File: config.mk
export PLATFORM = sky130hd
export DESIGN_NAME = cpu_sequencer
export DESIGN_NICKNAME = d
export VERILOG_FILES = /design/src/rtl/cpu_sequencer_pkg.sv /design/src/rtl/cpu_sequencer_seq_counters.sv /design/src/rtl/cpu_sequencer.sv
export SDC_FILE = /design/constraint.sdc
export NUM_CORES = 1
export LEC_CHECK = 0
export CORE_ASPECT_RATIO = 0.8
export CORE_MARGIN = 2
export CORE_UTILIZATION = 40
export DETAILED_ROUTE_END_ITERATION = 7
export DONT_BUFFER_PORTS = 1
export GPL_TIMING_DRIVEN = 0
export PLACE_DENSITY = 0.64
export SYNTH_ARGS = -nofsm -noshare
export SYNTH_HDL_FRONTEND = slang
export SYNTH_SLANG_ARGS = --single-unit
File: constraint.sdc
create_clock -name clk -period 3.5 [get_ports clk]
set_input_delay 0.35 -clock clk [delete_from_list [all_inputs] [get_ports clk]]
set_output_delay 0.35 -clock clk [all_outputs]
set_load 0.005 [all_outputs]
File: src/rtl/cpu_sequencer_pkg.sv
// rtl/cpu_sequencer_pkg.sv - shared widths, state encodings, trap causes and PC modes for the sequencer
package cpu_sequencer_pkg;

   localparam int XBUS        = 32;
   localparam int PC_MODE_MSB = 1;

   // Decoder pc_mode_if_taken encodings; only ADD is a relative branch
   localparam logic [PC_MODE_MSB:0] PC_MODE_NONE = 2'd0;
   localparam logic [PC_MODE_MSB:0] PC_MODE_ADD  = 2'd1;
   localparam logic [PC_MODE_MSB:0] PC_MODE_ABS  = 2'd2;

   typedef enum logic [1:0] {
      SEQ_ST_FETCH = 2'd0,
      SEQ_ST_EXEC  = 2'd1,
      SEQ_ST_ECALL = 2'd2,
      SEQ_ST_TRAP  = 2'd3
   } seq_state_e;

   localparam logic [1:0] TRAP_ILLEGAL  = 2'd0;
   localparam logic [1:0] TRAP_MISALIGN = 2'd1;

   // Sequential successor of a word-aligned PC, modulo 2^32
   function automatic logic [XBUS-1:0] pc_next_seq(input logic [XBUS-1:0] pc_val);
      return pc_val + 32'd4;
   endfunction

endpackage

File: src/rtl/cpu_sequencer_seq_counters.sv
// rtl/cpu_sequencer_seq_counters.sv - free-running cycle and retired-instruction counters
module seq_counters
   import cpu_sequencer_pkg::*;
(
   input  logic            clk_i,
   input  logic            rst_i,
   input  logic            retire_i,
   output logic [XBUS-1:0] cycle_cnt_o,
   output logic [XBUS-1:0] instret_cnt_o
);

   logic [XBUS-1:0] cycle_q, cycle_d;
   logic [XBUS-1:0] instret_q, instret_d;

   // Next counts; both wrap naturally at 2^32
   always_comb begin
      cycle_d   = cycle_q + 32'd1;
      instret_d = instret_q;
      if (retire_i) instret_d = instret_q + 32'd1;
   end

   // Counter registers, cleared by reset
   always_ff @(posedge clk_i) begin
      if (rst_i) begin
         cycle_q   <= '0;
         instret_q <= '0;
      end else begin
         cycle_q   <= cycle_d;
         instret_q <= instret_d;
      end
   end

   assign cycle_cnt_o   = cycle_q;
   assign instret_cnt_o = instret_q;

endmodule

File: src/rtl/cpu_sequencer.sv
// rtl/cpu_sequencer.sv - fetch/exec/ecall/trap control FSM owning PC and halt state (SEQ_COUNTERS_EN adds counters)
module cpu_sequencer
   import cpu_sequencer_pkg::*;
#(
   parameter logic [XBUS-1:0] RESET_PC = 32'h0000_0000
) (
   input  logic                 clk,
   input  logic                 rst,
   output logic                 imem_req,
   output logic [XBUS-1:0]      imem_addr,
   input  logic                 imem_ack,
   input  logic [XBUS-1:0]      imem_data,
   output logic [XBUS-1:0]      inst,
   input  logic                 dec_exc,
   input  logic                 dec_act_write_reg,
   input  logic                 dec_act_ecall,
   input  logic                 dec_is_cond,
   input  logic [XBUS-1:0]      dec_pc_update,
   input  logic [PC_MODE_MSB:0] dec_pc_mode,
   input  logic                 alu_cond,
   output logic                 reg_we,
   output logic                 ecall_req,
   input  logic                 ecall_ack,
   output logic [XBUS-1:0]      pc,
   output logic                 retire,
   output logic                 halted,
   output logic [1:0]           trap_cause,
   output logic [XBUS-1:0]      trap_pc
`ifdef SEQ_COUNTERS_EN
   ,
   output logic [XBUS-1:0]      cycle_cnt,
   output logic [XBUS-1:0]      instret_cnt
`endif
);

   seq_state_e      state_q, state_d;
   logic [XBUS-1:0] pc_q, pc_d;
   logic [XBUS-1:0] inst_q, inst_d;
   logic            halted_q, halted_d;
   logic [1:0]      cause_q, cause_d;
   logic [XBUS-1:0] trap_pc_q, trap_pc_d;

   logic            imem_req_c, reg_we_c, retire_c, ecall_req_c;
   logic            taken;
   logic [XBUS-1:0] target;

   assign taken  = dec_is_cond && alu_cond && (dec_pc_mode == PC_MODE_ADD);
   assign target = pc_q + dec_pc_update;

   // Next-state and Moore-plus-decode outputs; EXEC resolves actions in priority order
   always_comb begin
      state_d     = state_q;
      pc_d        = pc_q;
      inst_d      = inst_q;
      halted_d    = halted_q;
      cause_d     = cause_q;
      trap_pc_d   = trap_pc_q;
      imem_req_c  = 1'b0;
      reg_we_c    = 1'b0;
      retire_c    = 1'b0;
      ecall_req_c = 1'b0;
      case (state_q)
         SEQ_ST_FETCH: begin
            imem_req_c = 1'b1;
            if (imem_ack) begin
               inst_d  = imem_data;
               state_d = SEQ_ST_EXEC;
            end
         end
         SEQ_ST_EXEC: begin
            if (dec_exc) begin
               state_d   = SEQ_ST_TRAP;
               cause_d   = TRAP_ILLEGAL;
               halted_d  = 1'b1;
               trap_pc_d = pc_q;
            end else if (dec_act_ecall) begin
               state_d = SEQ_ST_ECALL;
            end else if (taken && target[1]) begin
               state_d   = SEQ_ST_TRAP;
               cause_d   = TRAP_MISALIGN;
               halted_d  = 1'b1;
               trap_pc_d = pc_q;
            end else begin
               reg_we_c = dec_act_write_reg;
               retire_c = 1'b1;
               pc_d     = taken ? target : pc_next_seq(pc_q);
               state_d  = SEQ_ST_FETCH;
            end
         end
         SEQ_ST_ECALL: begin
            ecall_req_c = 1'b1;
            if (ecall_ack) begin
               pc_d     = pc_next_seq(pc_q);
               retire_c = 1'b1;
               state_d  = SEQ_ST_FETCH;
            end
         end
         SEQ_ST_TRAP: begin
            state_d = SEQ_ST_TRAP;
         end
         default: state_d = SEQ_ST_FETCH;
      endcase
   end

   // State and architectural registers with synchronous reset
   always_ff @(posedge clk) begin
      if (rst) begin
         state_q   <= SEQ_ST_FETCH;
         pc_q      <= RESET_PC;
         inst_q    <= '0;
         halted_q  <= 1'b0;
         cause_q   <= TRAP_ILLEGAL;
         trap_pc_q <= '0;
      end else begin
         state_q   <= state_d;
         pc_q      <= pc_d;
         inst_q    <= inst_d;
         halted_q  <= halted_d;
         cause_q   <= cause_d;
         trap_pc_q <= trap_pc_d;
      end
   end

   // Requests and pulses are suppressed in the same cycle reset is asserted
   assign imem_req   = imem_req_c  & ~rst;
   assign reg_we     = reg_we_c    & ~rst;
   assign retire     = retire_c    & ~rst;
   assign ecall_req  = ecall_req_c & ~rst;
   assign imem_addr  = pc_q;
   assign pc         = pc_q;
   assign inst       = inst_q;
   assign halted     = halted_q;
   assign trap_cause = cause_q;
   assign trap_pc    = trap_pc_q;

`ifdef SEQ_COUNTERS_EN
   seq_counters u_counters (
      .clk_i         (clk),
      .rst_i         (rst),
      .retire_i      (retire),
      .cycle_cnt_o   (cycle_cnt),
      .instret_cnt_o (instret_cnt)
   );
`endif

endmodule

==> results.md <==
- Final period util: 92.6%
- Unrepaired setup endpoints after global routing: no
- Top Family by Delay on Critical Path: compound AO/OA/AOI/OAI gates
- Core Area: 15100 um^2
- # Max-Cap Violations: 0
- Syn-to-layout area delta: 9.38%
- Worst Hold Path Cells: 2
- Critical path class: flop to flop
- FF-to-FF Start: imem_addr[0]
- R2R cell count: 12
- DRC Markers: 0
- Yosys warns: 0
- Initial Utilization: 41.2%
- Final #Nets: 965
- PortBufs: 0
- Buf/Inv on CP: 1
- Clock Root Buffer: clkbuf_16
- Die Ht: 116 um
- Status: completed
- Total Power: 2720 uW
- Vias: 6096
- Synth area leader: dfxtp_1
- Worst EP arrival: 3490 ps
- Crit-path cells: ha_1, inv_1, fa_1, nor2b_1, o2111ai_2, nand3b_1, o311a_1, a2111oi_1, o21ai_1, o21ai_1, xor2_1, a2111oi_2
- Largest stage delay, worst path: 460 ps
- Via density: 5.71
- Critical path's slowest cell: a2111oi_1
- Ys flop type: dfxtp_1
- Fmax: 0.309 GHz
- Max VDD drop: 0.239 mV
- Hold crit path type: input port to flop
- Worst flop-to-flop path endpoint: imem_addr[26]
- Slew @ Worst Pin: 853 ps
- Post-synth ARST share: 0%
- Sequential area share after synthesis: 32.1%
- Final setup vio count: 0
- Clock Path Buffers: 2
- Final Util: 45.1%
- Total CTS buffers: 9
- Layout fillers: 1589
- Clk_skew: 4.95 ps
- Routability congestion estimate: 0.881
- Syn Area/Cell: 7.41 um^2
- Chip width: 144 um
- Required @ worst endpoint: 3750 ps
- Skew-Pair Late Insertion Delay: 350 ps
- Startpoint Class: flop
- DP HPWL: 15000 um
- DR iter-0 viols: 634
- Clock Pin Slew Worst Setup and Hold Paths: 70 ps
- Fin crit period: 3240 ps
- Final hold slack: 127 ps
- H-tree depth: 3
- Pin count of the biggest net entering global routing: 16
- Power density cells: 398 nW/um^2
- Leak pwr: 0.00259 uW
- Share of layout cells above drive strength 1: 9.10%
- Largest cells by area after synthesis: dfxtp_1 (32%), a21oi_1 (11%), nand2_1 (10%)
- Endpoint type of the worst setup path: flop
- Syn_nets: 954
- Synth top area share: 32.1%
- Flops & latches, synth: 100
- Final TNS setup: 0 ps
- Hold Crit Endpoint: inst[27]
- Reg area: 2010 um^2
- Vias in the first global route: 5393
- Cts hold-fix bufs: 0
- Final ANT Viol Nets: 0
- N_diodes: 0
- Reg2reg setup slack: 260 ps
- Worst Hold Launch: imem_data[27]
- TritonCTS clock tree: built
- Number of max-slew violations in the final report: 0
- EDFF count, synth: 0
- Drt wl/cell: 18.6 um
- Post-Syn Area: 6230 um^2
- Die Area: 16600 um^2
- Final hold vios: 0
- Multi-input gate area: 3760 um^2
- Remaining global-route overflow: 0
- First drt pass iteration count: 5
- Global-route wire length before repair: 29900 um
- GRT Util Overall: 23.2%
- Most common cell on crit path: o21ai_1
- Site Rows: 40
- I/O pins: 210
- Max_slew headroom: 42.9%
- Initial antenna violation count: 0
- Yosys cell types: 67
- Critical Path Fanout Max: 5
- Syn Inst Count: 841
- WL final: 19800 um
- Clock sinks: 100
flip-flops by register name, summed over array words and instances (netlist names):
name / count
trap_pc: 32
state_q: 2
halted: 1
inst: 32
trap_cause: 1
imem_addr: 32
how the worst max path moves through the flow:
stage	start	to	slack, ps	cells past startpoint
after CTS	imem_addr[0]	imem_addr[23]	10	10
after global placement	imem_addr[0]	imem_addr[23]	-240	10
after detailed placement	imem_addr[0]	imem_addr[23]	-250	10
after global routing	imem_addr[4]	imem_addr[26]	10	10
after floorplan	imem_addr[0]	imem_addr[28]	690	11
final	imem_addr[0]	imem_addr[26]	260	12
synth_stat cells (6+ instances only):
master and n:
a211oi_1 10, nand4_1 13, nor3_1 25, ha_1 37, o21a_1 7, o21ai_1 9
nor2_1 48, a21oi_1 132, xor2_1 14, buf_4 33, a21o_1 15, xnor2_1 11
clkbuf_1 44, nor2b_1 6, dfxtp_1 100, o21ai_0 34, nand2b_1 7, inv_1 16
o211ai_1 6, nand2_1 169, nand3_1 19
cell type report:
cell class	instances	share of cell area [%]
plain buffers	82	6.44
well taps	210	3.85
flip-flops and latches	100	29.4
multi-input cells	643	55.2
inverters	16	0.881
clock buffers	12	3.47
clock inverters	4	0.734
cell families (layout without fill, tap and decap cells):
family                     after synthesis  count (layout)  share of synthesized area (%)
AOI/OAI and AO/OA                      252             252                           24.1
muxes                                    4               4                          0.642
adders and majority gates               38              38                           7.75
xor gates and xnor gates                25              25                           3.51
and+or+nand+nor                        323             323                           23.8
DFF                                    100             100                           32.1
buffers and inverters                   98             114                           7.97
other                                    1               1                         0.0602
where the power goes:
| part | total (uW) | leakage, uW | switching [uW] | internal (uW) |
|---|---|---|---|---|
| registers | 1240 | 0.000813 | 59.3 | 1180 |
| logic | 467 | 0.00165 | 313 | 154 |
| clock network | 1010 | 0.000133 | 451 | 555 |
layout by cell type (no fill, tap or decap), drive strengths merged, types with 14 or more instances in the layout:
cell type	n
a21o	15
inv	16
ha	37
nand4	14
xor2	14
clkbuf	57
nand3	20
nor3	25
nor2	49
nand2	169
dfxtp	100
buf	37
a21oi	133
o21ai	43
metrics by stage:
| step | setup WS, ps | instance area (um^2) | cells |
|---|---|---|---|
| after floorplan | 689 | 6230 | 841 |
| after CTS | 9.82 | 6790 | 1067 |
| final | 259 | 6820 | 1067 |
| after detailed placement | -245 | 6490 | 1051 |
| after global placement | -237 | 6490 | 1051 |
| after global routing | 10.3 | 6820 | 1067 |
repair_timing:
item	4_1_cts	5_1_grt
setup buffers	0	0
gates resized for setup	3	11
endpoints found under the setup margin	16	18
metal layers:
layer / global-route usage [%] / wire (um) / vias up
met3: 7.48 / 2020 / 14
met2: 33.4 / 8530 / 273
met4: 4.97 / 175 / 0
met1: 33.7 / 9100 / 2857
met5: 0 / 0 / -
li1: - / - / 2952
No activity file was read; power rests on OpenSTA's default activity.
